File: src/rtl/spi_master_shifter.sv
// -----------------------------------------------------------------------------
// spi_master_shifter
//   SPI mode 0 (CPOL=0, CPHA=0) master shift engine. Takes a parallel word over
//   a valid/ready handshake, serialises it on mosi and assembles miso into
//   rx_data. bit_tick pulses once per sampling (rising sclk) edge and feeds the
//   shared bit Counter's enable; frame/bit state is owned here.
//
//   Optional feature macro: SPI_LSB_FIRST_EN
//     defined   : bit 0 shifted out first, first miso bit lands in rx_data[0]
//     undefined : MSB first, first miso bit lands in rx_data[DATA_W-1]
//
// Ports
//   clk, counter_rst     clock (posedge) / async active-low reset
//   clk_div              sclk half-period = clk_div+1 clocks, latched at accept
//   tx_data/valid/ready  transmit word handshake (ready == IDLE)
//   rx_data/rx_valid     captured word, one-cycle valid pulse
//   busy                 frame in progress
//   bit_tick             one pulse per sampled bit
//   sclk/mosi/miso/cs_n  SPI pins
// -----------------------------------------------------------------------------
module spi_master_shifter #(
    parameter int DATA_W = 8,
    parameter int DIV_W  = 8
) (
    input  logic              clk,
    input  logic              counter_rst,
    input  logic [DIV_W-1:0]  clk_div,
    input  logic [DATA_W-1:0] tx_data,
    input  logic              tx_valid,
    output logic              tx_ready,
    output logic [DATA_W-1:0] rx_data,
    output logic              rx_valid,
    output logic              busy,
    output logic              bit_tick,
    output logic              sclk,
    output logic              mosi,
    input  logic              miso,
    output logic              cs_n
);

    localparam int BCW = (DATA_W > 1) ? $clog2(DATA_W) : 1;
    localparam logic [BCW-1:0] LAST_BIT = BCW'(DATA_W - 1);

    typedef enum logic [1:0] {IDLE, SETUP, SHIFT, HOLD} state_t;

    state_t            state;
    logic [DIV_W-1:0]  div_q;    // latched clk_div
    logic [DIV_W:0]    div_cnt;  // one extra bit so H = 2^DIV_W and 2H never wrap
    logic [DATA_W-1:0] sr;       // shared tx/rx shift register
    logic [BCW-1:0]    bit_cnt;

    logic              half_done;
    logic              hold_done;
    logic              first_bit;
    logic              next_bit;
    logic [DATA_W-1:0] sr_shift;

    assign tx_ready  = (state == IDLE);
    assign busy      = (state != IDLE);

    // div_cnt == H-1 ends a half period; div_cnt == 2H-1 ends HOLD
    assign half_done = (div_cnt == {1'b0, div_q});
    assign hold_done = (div_cnt == {div_q, 1'b1});

`ifdef SPI_LSB_FIRST_EN
    assign first_bit = tx_data[0];
    assign sr_shift  = {miso, sr[DATA_W-1:1]};
    assign next_bit  = sr[0];
`else
    assign first_bit = tx_data[DATA_W-1];
    assign sr_shift  = {sr[DATA_W-2:0], miso};
    assign next_bit  = sr[DATA_W-1];
`endif

    always_ff @(posedge clk or negedge counter_rst) begin
        if (!counter_rst) begin
            state    <= IDLE;
            div_q    <= '0;
            div_cnt  <= '0;
            sr       <= '0;
            bit_cnt  <= '0;
            rx_data  <= '0;
            rx_valid <= 1'b0;
            bit_tick <= 1'b0;
            sclk     <= 1'b0;
            mosi     <= 1'b0;
            cs_n     <= 1'b1;
        end else begin
            rx_valid <= 1'b0;
            bit_tick <= 1'b0;
            case (state)
                IDLE: begin
                    if (tx_valid && tx_ready) begin
                        sr      <= tx_data;
                        div_q   <= clk_div;
                        div_cnt <= '0;
                        bit_cnt <= '0;
                        cs_n    <= 1'b0;
                        sclk    <= 1'b0;
                        mosi    <= first_bit;
                        state   <= SETUP;
                    end
                end
                SETUP: begin
                    if (half_done) begin
                        // first rising edge: sample bit 0 of the frame
                        div_cnt  <= '0;
                        sclk     <= 1'b1;
                        sr       <= sr_shift;
                        bit_tick <= 1'b1;
                        state    <= SHIFT;
                    end else begin
                        div_cnt <= div_cnt + 1'b1;
                    end
                end
                SHIFT: begin
                    if (half_done) begin
                        div_cnt <= '0;
                        if (sclk) begin
                            sclk <= 1'b0;
                            if (bit_cnt == LAST_BIT) begin
                                state <= HOLD;
                            end else begin
                                bit_cnt <= bit_cnt + 1'b1;
                                mosi    <= next_bit;
                            end
                        end else begin
                            sclk     <= 1'b1;
                            sr       <= sr_shift;
                            bit_tick <= 1'b1;
                        end
                    end else begin
                        div_cnt <= div_cnt + 1'b1;
                    end
                end
                HOLD: begin
                    // HOLD spans the last sclk-low half period plus H hold
                    // cycles, giving cs_n low for (2*DATA_W+2)*H in total.
                    if (hold_done) begin
                        div_cnt  <= '0;
                        cs_n     <= 1'b1;
                        rx_data  <= sr;
                        rx_valid <= 1'b1;
                        state    <= IDLE;
                    end else begin
                        div_cnt <= div_cnt + 1'b1;
                    end
                end
                default: state <= IDLE;
            endcase
        end
    end

endmodule

File: config.mk
export PLATFORM = sky130hd
export DESIGN_NAME = spi_master_shifter
export DESIGN_NICKNAME = d
export VERILOG_FILES = /design/src/rtl/spi_master_shifter.sv
export SDC_FILE = /design/constraint.sdc
export NUM_CORES = 1
export LEC_CHECK = 0
export ABC_AREA = 1
export BUFFER_PORTS_ARGS = -buffer_cell sky130_fd_sc_hd__buf_2
export CAP_MARGIN = 20
export CELL_PAD_IN_SITES_DETAIL_PLACEMENT = 1
export CELL_PAD_IN_SITES_GLOBAL_PLACEMENT = 1
export CORE_ASPECT_RATIO = 0.75
export CORE_UTILIZATION = 45
export CTS_CLUSTER_DIAMETER = 100
export DETAILED_ROUTE_END_ITERATION = 10
export GPL_ROUTABILITY_DRIVEN = 0
export PLACE_DENSITY_LB_ADDON = 0.3
export SYNTH_ARGS = -nofsm -noshare
export SYNTH_HDL_FRONTEND = slang
export SYNTH_SLANG_ARGS = --single-unit
File: constraint.sdc
create_clock -name clk -period 2.5 [get_ports clk]
set_clock_uncertainty 0.05 [all_clocks]
set_input_delay 0.375 -clock clk [delete_from_list [all_inputs] [get_ports clk]]
set_output_delay 0.375 -clock clk [all_outputs]
set_load 0.02 [all_outputs]
==> results.ini <==
[clock_network]
clock-sinks=43
path_clk_slew_ns=0.08
clk_latency_ns=0.31
post_cts_resized=0
cts-hold-fix-buffers=0
postCtsSetupRepairBufs=0
h-tree-depth=2
cts_buffers=5
clock_path_buffers=2
clockRootBuffer=clkbuf_8
cts_tree=yes

[synth]
synth.most_common_cell=nand2_1
synthTopCellsByCount=nand2_1 (97), dfrtp_1 (42), inv_1 (24)
syn-num-nets=324
synth_top_flop_cell=dfrtp_1
synthTopCellsByArea=dfrtp_1 (44%), nand2_1 (15%), ha_1 (4.7%)
yosys_warnings=0
ys_seq_area_share_pct=45.1
avgSynthCellArea_um2=8.10
yosysTopAreaCell=dfrtp_1
synthArstFlopShare_pct=100
yosysTopAreaCellShare_pct=44.0
synth_edf_count=0
synth_seq_cells=43
netlist_instances=295
synth_cell_types=30
syn_area_um2=2390

[sta]
post-route-min-period_ns=2.05
fin_tns_setup_ns=0
timing.final.ws_setup_ns=0.451
period_share_pct=81.9
whs_ns=0.0854
hold_viol=0
rsz0062_at_grt=no
tightest_slew_ns=0.557
fmax_ghz=0.488
max_slew_margin_pct=62.8
maxSlewViolCount=0
setup_viol=0

[place]
dpl_worst_slack_ns=0.498
io_buffer_count=34
dp_hpwl_mm=4.48
dpl.cell_count=400

[floorplan]
die_x_um=86.1
core_um2=5010
start_util_pct=47.7
boundaryPins=35
rows=22
die_area_um2=5610
fp.dieH_um=65.1

[global_routing]
overflow=0
grt_max_degree=44
grt_pass1_vias=2069
grt_antenna_before_repair=0
grt_pass1_wl_mm=10.3
grt_usage_pct=24.4

[drt]
post-route-drc-count=0
routed_wirelength_mm=5.98
vias_per_cell=4.97
ant_nets=0
drtIter0Drc=93
wl_per_cell_um=14.7
dr.pass1.iters=4
vias=2027

[power_and_ir_drop]
irDropWorstVdd_uv=246
p_leak_uw=0.00147
pwr_density_cell_nw_per_um2=466

[worst_setup_path]
crit_required_ns=2.70
critPathCaptureType=flop
arrival_ns=2.24
start_kind=flop
path_class=reg -> reg
cp_max_fo=11

[status]
status=finished, final reports clean

[layout]
drive_gt1_share_pct=21.4
fin_cells=408
area_growth_syn_to_layout_pct=15.6
diodes=0
final_nets=364

[worst_hold_path]
hp-class=in -> async

[job]
cap_viol_max_count=0

==> metal layers <==
metal	up-vias	wire [µm]	track usage, %
met5	-	0	0
met4	0	93	8.13
met3	9	159	4.40
met2	29	2580	36.7
met1	965	3150	35.4
li1	1024	-	-
==> path summary, 6_finish.rpt <==
path | slack [ns] | cells past startpoint | from | to
worst max-delay path | 0.45 | 9 | state[0] | state[0]
worst min-delay path | 0.09 | 2 | counter_rst | div_q[1]
worst max register to register | 0.45 | 9 | state[0] | state[0]
worst min register to register | 0.42 | 2 | rx_data[1] | rx_data[1]
max in group asynchronous | 1.93 | 2 | counter_rst | cs_n
min in group clk | 0.25 | 2 | clk_div[2] | div_q[2]
==> logic make-up (layout without fill, tap and decap cells) <==
logic type	count (synthesis)	count (layout)	share of synthesized area, %
AO/OA/AOI/OAI	35	35	8.64
XOR/XNOR	10	10	3.67
adder cells (fa/ha/maj)	9	9	4.71
buffers and inverters	34	75	5.71
flip-flops	43	43	45.1
multiplexers	8	8	3.77
AND/OR/NAND/NOR	156	156	28.4
==> worst max-delay path, stage by stage (launching register included) <==
cell	delay, ns
dfrtp_1	0.42
inv_1	0.11
ha_1	0.25
inv_1	0.15
nor2_1	0.13
inv_1	0.27
nand2_2	0.14
nor2_4	0.25
nand3_1	0.12
nand2_1	0.10
==> area by class of cell <==
cell class              instances  area, µm²
clock inverters                 3       43.8
clock buffers                   5       68.8
multi-input cells             218       1170
fillers                       654       2250
well taps                      72       90.1
repair buffers                 37        193
flip-flops and latches         43       1080
inverters                      30        113
==> layout by cell type, fill, tap and decap left out, types with 3 or more instances in the layout <==
cell type   n
a21oi_1    11
buf_2      34
buf_4       3
clkbuf_8    5
dfrtp_1    42
ha_1        9
inv_1      24
inv_2       6
mux2_2      8
nand2_1    97
nand2_2     3
nand3_1    22
nor2_1     20
nor2_4      3
nor3_1      4
o21ai_0     9
o21ai_1     3
o21bai_1    3
o22ai_1     7
xor2_1      8
==> state kept, by name, indices dropped and copies added (netlist names) <==
| signal | cells |
|---|---|
| rx_data | 8 |
| sr | 8 |
| state | 2 |
| rx_valid | 1 |
| div_cnt | 9 |
| bit_cnt | 3 |
| cs_n | 1 |
| div_q | 8 |
| sclk | 1 |
| bit_tick | 1 |
| mosi | 1 |
==> through the flow <==
step | power, µW | utilization, % | area [µm²]
final | 1290 | 55.1 | 2760
after global routing | 1320 | 55.1 | 2760
after CTS | 1290 | 55.1 | 2760
after detailed placement | 746 | 52.8 | 2650
after global placement | 746 | 52.8 | 2650
after floorplan | 716 | - | 2390
==> power by group <==
part | switching [µW] | internal [µW]
logic | 20.7 | 16.0
clock network | 256 | 298
registers | 0 | 695
total | 277 | 1010
Note: power is estimated with default switching activity, not from simulation.
